==> src/rtl/ad_uart_pkg.sv <==
// ad_uart_pkg: shared definitions for the AD sample -> UART path.
// Holds the drain FSM state type and the ASCII codes also used by the
// polling controller for its line terminators.
package ad_uart_pkg;

    localparam logic [7:0] ASCII_CR      = 8'h0D;
    localparam logic [7:0] ASCII_LF      = 8'h0A;
    localparam logic [7:0] ASCII_ZERO    = 8'h30;
    localparam logic [7:0] ASCII_UPPER_A = 8'h41;

    typedef enum logic [2:0] {
        ST_IDLE    = 3'd0,
        ST_RD      = 3'd1,
        ST_CAP     = 3'd2,
        ST_SEND    = 3'd3,
        ST_GAP     = 3'd4,
        ST_SEND_HI = 3'd5,
        ST_SEND_LO = 3'd6
    } drain_state_e;

    // Line terminators always travel as a single raw character.
    function automatic logic is_terminator(input logic [7:0] b);
        return (b == ASCII_CR) || (b == ASCII_LF);
    endfunction

endpackage

==> src/rtl/hex_nibble_to_ascii.sv <==
// hex_nibble_to_ascii: combinational nibble -> uppercase ASCII hex digit.
// Ports:
//   i_nibble   in  4  value 0..15
//   o_ascii_c  out 8  '0'..'9' (8'h30..8'h39) or 'A'..'F' (8'h41..8'h46)
module hex_nibble_to_ascii
    import ad_uart_pkg::*;
(
    input  logic [3:0] i_nibble,
    output logic [7:0] o_ascii_c
);

    always_comb begin
        o_ascii_c = ASCII_ZERO + 8'(i_nibble);
        if (i_nibble > 4'd9) begin
            o_ascii_c = ASCII_UPPER_A + 8'(i_nibble - 4'd10);
        end
    end

endmodule

==> src/rtl/fifo_uart_drain.sv <==
// fifo_uart_drain: reads the 8-bit AD sample FIFO one byte at a time and
// hands each byte to the UART transmitter over valid/ready, with optional
// idle gap after each byte. At most one byte is ever read ahead of the UART.
// Build option: define FIFO_UART_HEX_ASCII_EN to send each sample as two
// uppercase ASCII hex characters (CR/LF bytes still go out raw).
// Ports:
//   clk, reset           clock, synchronous active-high reset
//   enable               level, permits starting a new byte
//   fifo_empty, fifo_q   FIFO status and read data (q valid cycle after rdreq)
//   fifo_rdreq           one-cycle read pulse per byte
//   tx_valid, tx_data    byte offered to the UART
//   tx_ready             UART accepts
//   busy                 FSM not idle
//   tx_count             accepted UART characters, wraps modulo 2^CNT_W
module fifo_uart_drain
    import ad_uart_pkg::*;
#(
    parameter int unsigned GAP_CYCLES = 0,
    parameter int unsigned CNT_W      = 16
)
(
    input  logic             clk,
    input  logic             reset,
    input  logic             enable,
    input  logic             fifo_empty,
    input  logic [7:0]       fifo_q,
    output logic             fifo_rdreq,
    output logic             tx_valid,
    output logic [7:0]       tx_data,
    input  logic             tx_ready,
    output logic             busy,
    output logic [CNT_W-1:0] tx_count
);

    localparam int unsigned GAP_W = (GAP_CYCLES > 0) ? $clog2(GAP_CYCLES + 1) : 1;
    localparam int unsigned GAP_LAST_I = (GAP_CYCLES > 0) ? (GAP_CYCLES - 1) : 0;
    localparam logic [GAP_W-1:0] GAP_LAST = GAP_W'(GAP_LAST_I);

    drain_state_e     r_state;
    drain_state_e     w_state_nx;
    drain_state_e     w_after_send;
    logic             r_fifo_rdreq, w_rdreq_nx;
    logic             r_tx_valid,   w_valid_nx;
    logic [7:0]       r_tx_data,    w_data_nx;
    logic             r_busy;
    logic [CNT_W-1:0] r_tx_count,   w_count_nx;
    logic [GAP_W-1:0] r_gap_cnt,    w_gap_nx;
    logic             w_accept;

`ifdef FIFO_UART_HEX_ASCII_EN
    logic [3:0] r_lo_nib, w_lo_nib_nx;
    logic [7:0] w_hi_ascii;
    logic [7:0] w_lo_ascii;

    // High digit comes straight from the FIFO in CAP; low digit from the held nibble.
    hex_nibble_to_ascii u_hex_hi (.i_nibble(fifo_q[7:4]), .o_ascii_c(w_hi_ascii));
    hex_nibble_to_ascii u_hex_lo (.i_nibble(r_lo_nib),    .o_ascii_c(w_lo_ascii));
`endif

    assign w_accept     = r_tx_valid && tx_ready;
    assign w_after_send = (GAP_CYCLES > 0) ? ST_GAP : ST_IDLE;

    // Next-state and next-output logic.
    always_comb begin
        w_state_nx  = r_state;
        w_rdreq_nx  = 1'b0;
        w_valid_nx  = r_tx_valid;
        w_data_nx   = r_tx_data;
        w_gap_nx    = r_gap_cnt;
        w_count_nx  = r_tx_count + CNT_W'(w_accept);
`ifdef FIFO_UART_HEX_ASCII_EN
        w_lo_nib_nx = r_lo_nib;
`endif
        case (r_state)
            ST_IDLE: begin
                if (enable && !fifo_empty) begin
                    w_state_nx = ST_RD;
                    w_rdreq_nx = 1'b1;
                end
            end
            ST_RD: begin
                w_state_nx = ST_CAP;
            end
            ST_CAP: begin
                w_valid_nx = 1'b1;
`ifdef FIFO_UART_HEX_ASCII_EN
                w_lo_nib_nx = fifo_q[3:0];
                if (is_terminator(fifo_q)) begin
                    w_data_nx  = fifo_q;
                    w_state_nx = ST_SEND;
                end else begin
                    w_data_nx  = w_hi_ascii;
                    w_state_nx = ST_SEND_HI;
                end
`else
                w_data_nx  = fifo_q;
                w_state_nx = ST_SEND;
`endif
            end
`ifdef FIFO_UART_HEX_ASCII_EN
            ST_SEND_HI: begin
                // tx_valid stays high straight into the low digit.
                if (w_accept) begin
                    w_data_nx  = w_lo_ascii;
                    w_state_nx = ST_SEND_LO;
                end
            end
            ST_SEND_LO: begin
                if (w_accept) begin
                    w_valid_nx = 1'b0;
                    w_gap_nx   = '0;
                    w_state_nx = w_after_send;
                end
            end
`endif
            ST_SEND: begin
                if (w_accept) begin
                    w_valid_nx = 1'b0;
                    w_gap_nx   = '0;
                    w_state_nx = w_after_send;
                end
            end
            ST_GAP: begin
                if (r_gap_cnt == GAP_LAST) begin
                    w_gap_nx   = '0;
                    w_state_nx = ST_IDLE;
                end else begin
                    w_gap_nx = r_gap_cnt + GAP_W'(1);
                end
            end
            default: begin
                w_state_nx = ST_IDLE;
                w_valid_nx = 1'b0;
            end
        endcase
    end

    // State and output registers; reset drops any captured byte.
    always_ff @(posedge clk) begin
        if (reset) begin
            r_state      <= ST_IDLE;
            r_fifo_rdreq <= 1'b0;
            r_tx_valid   <= 1'b0;
            r_tx_data    <= 8'h00;
            r_busy       <= 1'b0;
            r_tx_count   <= '0;
            r_gap_cnt    <= '0;
`ifdef FIFO_UART_HEX_ASCII_EN
            r_lo_nib     <= 4'h0;
`endif
        end else begin
            r_state      <= w_state_nx;
            r_fifo_rdreq <= w_rdreq_nx;
            r_tx_valid   <= w_valid_nx;
            r_tx_data    <= w_data_nx;
            r_busy       <= (w_state_nx != ST_IDLE);
            r_tx_count   <= w_count_nx;
            r_gap_cnt    <= w_gap_nx;
`ifdef FIFO_UART_HEX_ASCII_EN
            r_lo_nib     <= w_lo_nib_nx;
`endif
        end
    end

    assign fifo_rdreq = r_fifo_rdreq;
    assign tx_valid   = r_tx_valid;
    assign tx_data    = r_tx_data;
    assign busy       = r_busy;
    assign tx_count   = r_tx_count;

endmodule

==> config.mk <==
export PLATFORM = sky130hd
export DESIGN_NAME = fifo_uart_drain
export DESIGN_NICKNAME = d
export VERILOG_FILES = /design/src/rtl/ad_uart_pkg.sv /design/src/rtl/hex_nibble_to_ascii.sv /design/src/rtl/fifo_uart_drain.sv
export SDC_FILE = /design/constraint.sdc
export NUM_CORES = 1
export LEC_CHECK = 0
export ABC_AREA = 0
export CAP_MARGIN = 10
export CORE_ASPECT_RATIO = 0.75
export CORE_UTILIZATION = 60
export DETAILED_ROUTE_END_ITERATION = 10
export DONT_BUFFER_PORTS = 1
export GPL_ROUTABILITY_DRIVEN = 0
export PLACE_DENSITY = 0.82
export SYNTH_ARGS = -nofsm -noshare
export SYNTH_HDL_FRONTEND = slang
export SYNTH_SLANG_ARGS = --single-unit
==> constraint.sdc <==
create_clock -name clk -period 2.2 [get_ports clk]
set_input_delay 0.44 -clock clk [delete_from_list [all_inputs] [get_ports clk]]
set_output_delay 0.44 -clock clk [all_outputs]
set_load 0.02 [all_outputs]
==> metrics.cfg <==
[detailed_routing]
drt-pass1-iter-count=4
num_vias=999
via_per_inst=6.244
wire_per_inst_um=15.41
wl_um=2466
antenna_left=0
drt_iter0_markers=24
route.detailed.drc=0

[min_path]
hp-class=input pin to flop
min_from=reset

[synthesis]
yosysTopAreaCellShare=0.4800
syn_avg_cell_area_sq_um=9.699
ys_warn_count=0
ys_seq_area_frac=0.4800
netlist_top_cells_area=dfxtp_1, mux2i_1, nor2_1, mux2_2, a21oi_1
synthTopCellsByCount=dfxtp_1, nor2_1, a21oi_1, mux2i_1, nor2b_1
ys_ff_latch=30
syn_nets=144
postSynthCellCount=129
yosys.area.top_type=dfxtp_1
synth_cell_types=36
yosysMostFrequentCell=dfxtp_1
netlist_area_sq_mm=0.001251
synthArstFlopShare=0
synth_edf_count=0
yosys_most_used_dff=dfxtp_1

[sta]
finalCriticalPeriod_ns=1.885
slew_violations=0
rsz0062_at_grt=no
holdWs_ns=0.1709
timing.fmax_mhz=530.6
setup_viol=0
setup_tns_ns=0
period_share=0.8567
finClkSkew_ns=0.007793
finalHoldViolations=0

[clock_tree]
clockRootBuffer=clkbuf_4
cts-resized-gates=0
postCtsSetupBuffers=0
clkSinkCount=30
cts_max_path_buffers=2
ctsHoldBuffers=0
cts_tree=built
cts_buffers=5
cts.htree.levels=2
path_clk_slew_ns=0.09
insertion_delay_ns=0.32

[floorplan]
ioPinCount=40
start_util=0.6807
die_h_um=41.55
coreArea_sq_mm=0.001838
die_area_sq_mm=0.002274
rows=13
die_w_um=54.73

[worst_setup_path]
crit_fanout=9
reg2reg_from=tx_valid
required_ns=2.42
cpMostUsedCell=ha_1
start_kind=flop
cp-startpoint=tx_valid
max_stage_delay_ns=0.37
crit_chain=and2_1 -> ha_1 -> ha_1 -> nand3_2 -> nor4_1 -> mux2_2
cp-end-kind=flop
crit_type=flop to flop
cp.arrival_ns=2.10
slowest_stage=mux2_2

[placed_design]
io_buffers=0
dp_hpwl_um=1753
place_inst=152
place_area_sq_mm=0.001303

[pwr]
power.share.switching=0.2006
finalPower_uw=966.8
pwr-share-clk=0.413
combPwrFrac=0.013
internal-power_uw=772.9
seq_power_share=0.574
ir_worst_vdd_mv=0.6104
power_switching_uw=194.0
p_leak_uw=0.0004955
p_per_area_mw_per_mm2=699.9

[global_routing]
grt.overflow.total=0
grt_pass1_wl_um=3891
grtUsageTotal=0.2415
grtUsageMet1=0.2644
use_met2=0.3855
grt_max_degree=34
grt_pass1_vias=932
grt_antenna_before_repair=0
busiest_layer=met2
met3_usage=0.1245

[cells_and_area]
stdcell_count=160
n_antenna_cell=0
finish.net_count=152
drive_above_1_share=0.1522
syn_to_final_growth_pct=10.40
post-route-cell-area_sq_mm=0.001381
nFillCells=154

[run_status]
status=finished, final reports clean

[flow_run]
cap_viol_max_count=0

-- metrics by stage --
| step | setup WS [ns] | util |
|---|---|---|
| 2_1_floorplan | 0.1981 | - |
| 5_1_grt | 0.1587 | 0.7515 |
| 6_report | 0.3152 | 0.7515 |
| 4_1_cts | 0.3035 | 0.7515 |
| 3_5_place_dp | 0.1836 | 0.7086 |
| 3_3_place_gp | 0.2638 | 0.7086 |
-- final timing paths --
path	to	cells after the start	slack (ns)
worst min-delay path	tx_count[9]	1	0.17
worst max register to register	tx_count[14]	6	0.32
worst min register to register	r_state[1]	1	0.59
worst max-delay path	tx_count[14]	6	0.32
-- cell usage in the layout, fill, tap and decap left out, types with 2 or more instances in the layout --
master    Yosys  layout
buf_4         0       6
nor2b_1       6       6
a21oi_1       8       8
or4_1         4       4
ha_1          2       2
nand3_1       3       3
inv_1         3       3
nand2_1       4       4
dfxtp_1      30      30
nor4_1        4       4
or3_1         2       2
mux2_2        4       4
clkbuf_8      0       3
nor2_1       15      15
mux2i_1       8       8
xnor2_1       2       2
nand4_1       3       3
a21o_1        2       2
o31ai_1       4       4
clkbuf_4      0       5
nand2b_1      2       2
o21ai_0       3       3
-- worst max-delay path: cells and delay by family (launching register included) --
family,cells,cell delay (ns)
AND/OR/NAND/NOR,3,0.69
adder cells (fa/ha/maj),2,0.40
multiplexers,1,0.37
flip-flops,1,0.33
-- registers in the layout, indices dropped and copies added (netlist names) --
name        count
busy            1
fifo_rdreq      1
r_state         3
tx_count       16
tx_data         8
tx_valid        1
-- final cells by class --
type	count	area, sq um	share of cell area
clock buffer	8	78.83	0.05707
inverter	3	11.26	0.008152
multi-input combinational	91	618.1	0.4475
sequential	30	600.6	0.4348
tap	22	27.53	0.01993
timing repair buffer	6	45.04	0.03261
-- cells by family after synthesis --
kind of cell    after synthesis  share of synthesized area
simple gates                 51                     0.2380
flops                        30                     0.4800
compound gates               22                     0.1120
mux                          12                     0.1000
buf+inv                       8                    0.02600
xor+xnor                      3                    0.02100
fa+ha+maj                     2                    0.02000
other cells                   1                   0.002997
-- layer usage --
| metal | up-vias | wire length, um |
|---|---|---|
| met5 | - | 0 |
| met1 | 470 | 1022 |
| met2 | 36 | 1186 |
| met4 | 0 | 35 |
| li1 | 487 | - |
| met3 | 6 | 221 |
-- power groups by stage --
stage	Combinational, uW	Clock, uW	Sequential [uW]
after floorplan	16.4	0	567
after global placement	12.3	0	567
after detailed placement	12.9	0	567
after CTS	13.0	405	555
after global routing	14.8	427	556
final	12.9	399	555
No activity file was read; power rests on OpenSTA's default activity.
